[src/rtl/risc23_pkg.sv]
// Shared IITB-RISC-23 pipeline types: fetch FSM states, widths and the
// IF/ID pipeline record that the decode stage also consumes.
package risc23_pkg;

  localparam int          INSTR_W = 16;
  localparam int          PC_W    = 16;
  localparam logic [15:0] PC_INC  = 16'd2;

  typedef enum logic {
    RUN    = 1'b0,
    HALTED = 1'b1
  } fetch_state_t;

  typedef struct packed {
    logic               valid;
    logic [INSTR_W-1:0] instr;
    logic [PC_W-1:0]    pc;
    logic [PC_W-1:0]    pc_plus2;
  } ifid_t;

  // Sequential successor of a byte address; the carry is dropped so the
  // address space wraps from 16'hFFFE to 16'h0000.
  function automatic logic [PC_W-1:0] pc_succ(input logic [PC_W-1:0] pc);
    return pc + PC_INC;
  endfunction

  // Instructions are halfword aligned: force bit 0 low.
  function automatic logic [PC_W-1:0] pc_align(input logic [PC_W-1:0] pc);
    return {pc[PC_W-1:1], 1'b0};
  endfunction

endpackage

[src/rtl/if_stage_if.sv]
// Bundle of the fetch stage's memory, control and IF/ID signals.
// master: the fetch stage itself; slave: memory plus later pipeline stages.
interface if_stage_if;
  import risc23_pkg::*;

  logic [PC_W-1:0]    pc_byte;
  logic [INSTR_W-1:0] instr;
  logic               stall;
  logic               redirect_valid;
  logic [PC_W-1:0]    redirect_pc;
  logic               halt;
  logic               ifid_valid;
  logic [INSTR_W-1:0] ifid_instr;
  logic [PC_W-1:0]    ifid_pc;
  logic [PC_W-1:0]    ifid_pc_plus2;
  logic               halted;
  logic               misalign_err;
  logic [15:0]        fetch_count;

  modport master (
    output pc_byte,
    input  instr,
    input  stall,
    input  redirect_valid,
    input  redirect_pc,
    input  halt,
    output ifid_valid,
    output ifid_instr,
    output ifid_pc,
    output ifid_pc_plus2,
    output halted,
    output misalign_err,
    output fetch_count
  );

  modport slave (
    input  pc_byte,
    output instr,
    output stall,
    output redirect_valid,
    output redirect_pc,
    output halt,
    input  ifid_valid,
    input  ifid_instr,
    input  ifid_pc,
    input  ifid_pc_plus2,
    input  halted,
    input  misalign_err,
    input  fetch_count
  );

endinterface

[src/rtl/if_stage_if_id_reg.sv]
// IF/ID pipeline register. squash clears only the valid bit (payload is kept
// so a bubble still shows the last instruction); squash beats load.
module if_id_reg
  import risc23_pkg::*;
(
  input  logic  clk,
  input  logic  rst,
  input  logic  load,
  input  logic  squash,
  input  ifid_t d,
  output ifid_t q
);

  ifid_t q_reg;

  // Load, squash or hold the pipeline record.
  always_ff @(posedge clk or posedge rst) begin
    if (rst) begin
      q_reg <= '0;
    end else if (squash) begin
      q_reg.valid <= 1'b0;
    end else if (load) begin
      q_reg <= d;
    end
  end

  assign q = q_reg;

endmodule

[src/rtl/if_stage.sv]
// Instruction fetch stage: owns the PC, drives the instruction memory address,
// captures the returned instruction into IF/ID, and applies redirect / halt /
// stall control (in that priority) from later stages.
module if_stage
  import risc23_pkg::*;
#(
  parameter logic [15:0] RESET_PC = 16'h0000
) (
  input logic         clk,
  input logic         rst,
  if_stage_if.master  bus
);

  fetch_state_t    state_reg, state_next;
  logic [PC_W-1:0] pc_reg, pc_next;
  logic [15:0]     fetch_count_reg, fetch_count_next;
  logic            misalign_reg, misalign_next;
  logic            ifid_load, ifid_squash;
  ifid_t           ifid_d, ifid_q;

  // State, PC, counter and sticky error registers.
  always_ff @(posedge clk or posedge rst) begin
    if (rst) begin
      state_reg       <= RUN;
      pc_reg          <= RESET_PC;
      fetch_count_reg <= '0;
      misalign_reg    <= 1'b0;
    end else begin
      state_reg       <= state_next;
      pc_reg          <= pc_next;
      fetch_count_reg <= fetch_count_next;
      misalign_reg    <= misalign_next;
    end
  end

  // Next-state and IF/ID control; redirect outranks halt and stall because
  // those would come from a younger instruction that the redirect squashes.
  always_comb begin
    state_next       = state_reg;
    pc_next          = pc_reg;
    fetch_count_next = fetch_count_reg;
    misalign_next    = misalign_reg;
    ifid_load        = 1'b0;
    ifid_squash      = 1'b0;

    ifid_d.valid     = 1'b1;
    ifid_d.instr     = bus.instr;
    ifid_d.pc        = pc_reg;
    ifid_d.pc_plus2  = pc_succ(pc_reg);

    unique case (state_reg)
      RUN: begin
        if (bus.redirect_valid) begin
          pc_next     = pc_align(bus.redirect_pc);
          ifid_squash = 1'b1;
          if (bus.redirect_pc[0]) begin
            misalign_next = 1'b1;
          end
        end else if (bus.halt) begin
          state_next  = HALTED;
          ifid_squash = 1'b1;
        end else if (bus.stall) begin
          // Hold everything.
        end else begin
          ifid_load        = 1'b1;
          pc_next          = pc_succ(pc_reg);
          fetch_count_next = fetch_count_reg + 16'd1;
        end
      end
      HALTED: begin
        // Frozen until reset.
      end
      default: begin
        state_next = RUN;
      end
    endcase
  end

  if_id_reg u_if_id_reg (
    .clk    (clk),
    .rst    (rst),
    .load   (ifid_load),
    .squash (ifid_squash),
    .d      (ifid_d),
    .q      (ifid_q)
  );

  assign bus.pc_byte       = pc_reg;
  assign bus.ifid_valid    = ifid_q.valid;
  assign bus.ifid_instr    = ifid_q.instr;
  assign bus.ifid_pc       = ifid_q.pc;
  assign bus.ifid_pc_plus2 = ifid_q.pc_plus2;
  assign bus.halted        = (state_reg == HALTED);
  assign bus.misalign_err  = misalign_reg;
  assign bus.fetch_count   = fetch_count_reg;

endmodule

[src/flat_wrapper.sv]
// flat-port wrapper written by rule: the top's interface ports become plain ports
module if_stage_flat import risc23_pkg::*;
#(
  parameter logic [15:0] RESET_PC = 16'h0000
)
  (clk, rst, bus_pc_byte, bus_instr, bus_stall, bus_redirect_valid, bus_redirect_pc, bus_halt, bus_ifid_valid, bus_ifid_instr, bus_ifid_pc, bus_ifid_pc_plus2, bus_halted, bus_misalign_err, bus_fetch_count);
  if_stage_if bus_i ();
  input logic clk;
  input logic rst;
  output wire logic [$bits(bus_i.pc_byte)-1:0] bus_pc_byte;
  input wire logic [$bits(bus_i.instr)-1:0] bus_instr;
  input wire logic [$bits(bus_i.stall)-1:0] bus_stall;
  input wire logic [$bits(bus_i.redirect_valid)-1:0] bus_redirect_valid;
  input wire logic [$bits(bus_i.redirect_pc)-1:0] bus_redirect_pc;
  input wire logic [$bits(bus_i.halt)-1:0] bus_halt;
  output wire logic [$bits(bus_i.ifid_valid)-1:0] bus_ifid_valid;
  output wire logic [$bits(bus_i.ifid_instr)-1:0] bus_ifid_instr;
  output wire logic [$bits(bus_i.ifid_pc)-1:0] bus_ifid_pc;
  output wire logic [$bits(bus_i.ifid_pc_plus2)-1:0] bus_ifid_pc_plus2;
  output wire logic [$bits(bus_i.halted)-1:0] bus_halted;
  output wire logic [$bits(bus_i.misalign_err)-1:0] bus_misalign_err;
  output wire logic [$bits(bus_i.fetch_count)-1:0] bus_fetch_count;
  assign bus_pc_byte = bus_i.pc_byte;
  assign bus_i.instr = bus_instr;
  assign bus_i.stall = bus_stall;
  assign bus_i.redirect_valid = bus_redirect_valid;
  assign bus_i.redirect_pc = bus_redirect_pc;
  assign bus_i.halt = bus_halt;
  assign bus_ifid_valid = bus_i.ifid_valid;
  assign bus_ifid_instr = bus_i.ifid_instr;
  assign bus_ifid_pc = bus_i.ifid_pc;
  assign bus_ifid_pc_plus2 = bus_i.ifid_pc_plus2;
  assign bus_halted = bus_i.halted;
  assign bus_misalign_err = bus_i.misalign_err;
  assign bus_fetch_count = bus_i.fetch_count;
  if_stage #(.RESET_PC(RESET_PC)) u_core (.clk(clk), .rst(rst), .bus(bus_i));
endmodule
[config.mk]
export PLATFORM = sky130hd
export DESIGN_NAME = if_stage_flat
export DESIGN_NICKNAME = d
export VERILOG_FILES = /design/src/rtl/risc23_pkg.sv /design/src/rtl/if_stage_if.sv /design/src/rtl/if_stage_if_id_reg.sv /design/src/rtl/if_stage.sv /design/src/flat_wrapper.sv
export SDC_FILE = /design/constraint.sdc
export NUM_CORES = 1
export LEC_CHECK = 0
export BUFFER_PORTS_ARGS = -buffer_cell sky130_fd_sc_hd__buf_2
export CORE_ASPECT_RATIO = 1.2
export CORE_MARGIN = 10
export CORE_UTILIZATION = 25
export CTS_BUF_LIST = sky130_fd_sc_hd__clkbuf_4 sky130_fd_sc_hd__clkbuf_8
export DETAILED_ROUTE_END_ITERATION = 16
export GPL_TIMING_DRIVEN = 0
export PLACE_DENSITY = 0.5
export SETUP_SLACK_MARGIN = 0.4
export SYNTH_ARGS = -nofsm -noshare
export SYNTH_HDL_FRONTEND = slang
export SYNTH_HIERARCHICAL = 1
export SYNTH_SLANG_ARGS = --single-unit
[constraint.sdc]
create_clock -name clk -period 2.7 [get_ports clk]
set_input_delay 0.54 -clock clk [delete_from_list [all_inputs] [get_ports clk]]
set_output_delay 0.54 -clock clk [all_outputs]
set_load 0.02 [all_outputs]
Yosys cells after proc, flatten, opt, wreduce, memory -nomap -nowiden
Index checks and enable logic that the tools add are counted. W data, S select, Z words.

Eq/ne operators: 2. Muxes and demuxes: 14. Reduce and logical (&&, ||, !) cells: 5. Add/sub/neg operators: 2. Bitwise logic cells: 5.

Operators with widths (count): $mux W49 (1); $mux W16 (3); $add A16 B1 Y16 const B (1); $add A16 B2 Y16 const B (1); $mux W1 (10); $reduce_and A3 Y1 (2); $not A1 Y1 (5); $reduce_and A4 Y1 (1); $ne A2 B1 Y1 const B (1); $ne A2 B2 Y1 const B (1); $reduce_and A2 Y1 (1); $reduce_bool A2 Y1 (1).

Input bits: 37. Flip-flop bits (word level): 83.

Logic depth before layout (Yosys ltp)
Word-level depth: 6. Gate-level depth with buffers: 8.

Hierarchy
The synthesis kept the hierarchy.

Modules (own cells, without submodules): if_stage (area each 1988.2 µm², times used 1, cells each 212); if_id_reg (area each 1939.4 µm², times used 1, cells each 106).

Worst setup path before layout
OpenSTA, ideal clock, no wires.

Path type: input to register. Start point: in bus_redirect_valid. End point: reg u_core.u_if_id_reg.q_reg (netlist bit u_core/u_if_id_reg/q[16]). Slack: 0.417 ns. Buffers on the path: 3. Library setup time: 0.125 ns. Stages: 7. Arrival: 2.158 ns. Data required time: 2.575 ns. Path through: or4_1 > buf_2 > inv_1 > nor2b_4 > buf_6 > buf_12 > mux2_4.

RTL lines: start, declared (line flat_wrapper.sv:13) `input wire logic [$bits(bus_i.redirect_valid)-1:0] bus_redirect_valid;`; $mux W1 (line if_stage.sv:53) `if (bus.redirect_valid) begin`; $mux W1 (line if_stage.sv:51) `unique case (state_reg)`; named net u_core.ifid_load (line if_stage.sv:18) `logic ifid_load, ifid_squash;`; $reduce_and A2 Y1 (no source line); end, declared (line if_stage_if_id_reg.sv:14) `ifid_t q_reg;`.

The timed path passes the listed nets, and every way through them passes these cells. A chain may end at the register's enable or synchronous reset.

Worst setup path after layout
Start point: reg u_core.state_reg (netlist: u_core/bus.halted). End point: reg u_core.u_if_id_reg.q_reg (netlist bit u_core/u_if_id_reg/q[25]).

RTL lines: start, declared (line if_stage.sv:14) `fetch_state_t state_reg, state_next;`; start signal, assigned (line if_stage.sv:29) `state_reg <= state_next;`; $mux W1 (line if_stage.sv:51); named net u_core.ifid_load (line if_stage.sv:18); $reduce_and A2 Y1 (no source line).

The timed path passes the listed nets, and every way through them passes these cells.

==> impl_summary.md <==
Power and ir drop
In this run, flip-flops and latches consume approximately 51% of the power. For this design the static power due to leakage is 2.592 nW. The internal power of the cells totals slightly below 2 mW. Dividing total power by cell area gives a power density of between 500 and 600 mW/mm2.

Summing internal, switching and leakage power gives 2.850 mW. Summed over all nets, the switching power comes to around 0.87 mW. The maximum vdd ir drop is between 200 and 250 uV. Combinational logic burns about a fifth of the power.

Net switching is 30.67% of the power. The share of total power in the clock network is about 29%.

Synth
After synthesis, the share of flip-flops with an asynchronous set or reset is 100.0%. The most frequent cell after synthesis is dfrtp_1. Summing the areas of all xor and xnor instances in the mapped netlist gives approximately 6.2% of the synthesized area. The combinational family with the most area after synthesis is multiplexers. Synthesis inferred a little over 80 register bits. The fraction of the mapped netlist area in adder cells is less than 1%.

The most used flip-flop cell after synthesis is dfrtp_1. The biggest area contributor in the post-synthesis netlist is dfrtp_1. After synthesis, the most frequently instantiated cells are 82 x dfrtp_1, 28 x mux2_2, 22 x nand2_1. The mean cell area of the mapped netlist is 12.35 um2.

Yosys attributes the largest share of cell area to dfrtp_1 52%, mux2_2 8.0%, mux2_4 7.6%. The synthesized netlist occupies a cell area of 0.003928 mm2. The instance count of the mapped netlist is 318.

Of the total synthesized cell area, the portion taken by AND, OR, NAND and NOR gates is between 10% and 20%. Synthesis instantiated 43 different standard cells from the library. The number of enable flip-flop cells after synthesis is 0. Yosys printed 6 warnings. The sequential cell area fraction in the yosys report is 52.25%. Summing the areas of all compound-gate instances in the mapped netlist gives ~7.2% of the synthesized area.

The share of Yosys cell area claimed by the top area cell type is between 50% and 60%. The portion of netlist area occupied by mux cells is 16.44%.

Routing
In the routed design, unresolved DRC markers number 0. The total number of vias is between 2000 and 3000. The detailed router finished its first iteration with ~260 violations. The per-cell routed wire length is roughly 17 um. The via-per-instance ratio is between 4 and 5. The number of nets with antenna violations after detailed routing is 0. The final routed wirelength across all metal layers is between 10 and 15 mm. The first detailed-routing pass ran for 5 iterations.

Cells and area
After the last flow step, the layout net total stands at slightly below 500. The post-route non-filler standard cell count is 664. The fraction of final layout cells with drive strength greater than 1 is between 40% and 50%. Relative to the synthesized area, the layout overhead comes to 28.13%. The number of flip-flops under the largest register name is 49.

Floorplan
Once the floorplan was initialized, standard cells occupied ~25% of the core. The height of the chip is between 150 and 200 um. The die area is around 0.021 mm2. The floorplan has 50 rows.

The die is between 100 and 150 um wide. During I/O placement, the number of pins put on the boundary was 120. The area of the core is roughly 0.016 mm2.

STA
Setup violations remaining at the end of the flow were counted as 0. Between clock sinks in the finished design, the worst skew comes to ~12 ps. The post-route minimum period is about 2200 ps. The final critical path takes up around 82% of the cycle. Setup repair after global routing could not meet its margin everywhere.

The number of hold violations in the final report came to 0. Derived from the worst setup path, the maximum achievable clock frequency is about 450 MHz. The total count of max-transition violations in the final report is 0.

At the pin with the least slew margin, the transition time is approximately 780 ps. The worst slew margin relative to its limit is ~48%.

Clocking
The clock reaches the later pin of the worst-skew pair after between 300 and 400 ps. The number of sinks driven by the clock tree is between 80 and 90. The deepest level of the CTS H-tree is 3. The cell chosen for the clock root is clkbuf_8. Counting along the longest clock path gives a buffer depth of 2.

The TritonCTS clock tree is built. Counting the buffers created by CTS gives 9. Clock-pin slew was measured on the worst setup and hold paths at about 80 ps. The hold buffer count at CTS is 0.

GRT
The number of antenna violations at the first check in global routing is 4. The global-route wire length before repair is ~18 mm. The pin count of the biggest net entering global routing is 28. The final global-route overflow total is 0. The total global routing track utilization is between 10% and 20%. The via count of the first global-routing pass is approximately 3200.

Placed design
Including well taps, the total number of placed cells is ~650. Port buffering added approximately 120 buffers. The half-perimeter wire length after detailed placement is around 8.7 mm. The last weighted congestion value of the routability-driven placer is between 0.7 and 0.8.

Worst setup path
The worst setup path is of the reg -> reg kind. Tracing the worst setup path back leads to its startpoint at u_core/bus.halted. Data on the critical path arrives at its endpoint at between 2000 and 2500 ps.

At the worst endpoint, the required time is slightly below 3000 ps. The worst setup path is captured at a flip-flop. Of all nets on the critical path, the largest fanout is 10. The worst register-to-register path begins at u_core/bus.halted. The type of origin of the critical path is a flip-flop.

Job
The number of maximum-capacitance constraint violations is 0.

Worst hold path
The path class of the tightest hold or removal check is in -> async.

Run status
The flow ran to the end, and the final reports show no timing, DRC or antenna violations.
metrics by stage:
step	hold slack (ps)	setup TNS [ps]	worst slack [ps]	utilization (%)	cell area, um2
4_1_cts	205.8	0	402.0	32.34	5017
5_1_grt	239.9	0	384.7	32.44	5032
3_3_place_gp	434.7	-263.2	-16.27	30.85	4786
2_1_floorplan	503.3	0	416.8	-	3935
3_5_place_dp	440.4	-262.2	-19.60	31.15	4833
6_report	206.4	0	480.3	32.44	5032
path summary, 6_finish.rpt:
| path | to | slack (ps) | cells past startpoint |
|---|---|---|---|
| max in group asynchronous | u_core/bus.fetch_count[2] | 1860 | 3 |
| min in group clk | u_core/bus.misalign_err | 360 | 2 |
| min reg2reg | u_core/bus.misalign_err | 450 | 1 |
| max reg2reg | u_core/u_if_id_reg/q[25] | 480 | 7 |
| max | u_core/u_if_id_reg/q[25] | 480 | 7 |
| min | u_core/u_if_id_reg/q[30] | 210 | 2 |
power groups by stage:
stage                     clock [mW]  sequential, mW  combinational, mW
after floorplan                    0            1.54              0.285
after global placement             0            1.47              0.563
after detailed placement           0            1.47              0.577
after CTS                      0.882            1.45              0.580
after global routing           0.934            1.47              0.624
final                          0.836            1.45              0.568
placed cells by master (no fill, tap or decap), drive strengths merged, types with 6 or more instances in the layout:
cell type | netlist | routed
a311oi | 6 | 6
and3 | 8 | 8
buf | 22 | 142
clkbuf | 5 | 18
dfrtp | 82 | 82
inv | 7 | 6
mux2 | 48 | 48
nand2 | 22 | 22
nand3 | 9 | 9
nor2 | 11 | 11
o21ai | 10 | 10
o2bb2ai | 7 | 7
xnor2 | 18 | 18
xor2 | 10 | 10
cell families (layout without fill, tap and decap cells):
kind of cell,Yosys count,in the layout
xor+xnor,28,28
fa+ha+maj,2,2
mux,51,51
buf+inv,35,170
compound gates,40,40
simple gates,78,78
flops,82,82
other cells,2,5
worst max-delay path: stages, from the launching register on:
cell and delay, ps:
dfrtp_1 420, or4_1 530, clkbuf_4 220, clkinvlp_4 100, nor2b_4 190, buf_8 180
buf_12 170, mux2_4 310
layer usage:
metal	up-vias	track usage, %	wire length [um]
met5	-	0	11
met2	104	17.54	5414
met4	2	5.501	226
met1	1406	13.02	4955
met3	17	3.922	890
li1	1384	-	-
layout make-up:
cell class              instances  area, um2
well taps                     208      260.3
multi-input cells             203       1648
fillers                      1647      10480
repair buffers                121      645.6
diodes                          1      2.502
clock inverters                 2      13.76
inverters                       8      33.78
flip-flops and latches         82       2052
plain buffers                  27      217.7
clock buffers                  12      158.9
what timing repair did:
item	4_1_cts	5_1_grt
cloned	0	0
gates resized for setup	1	5
setup buffers	1	0
endpoints found under the setup margin	48	43
Note: power is estimated with default switching activity, not from simulation.
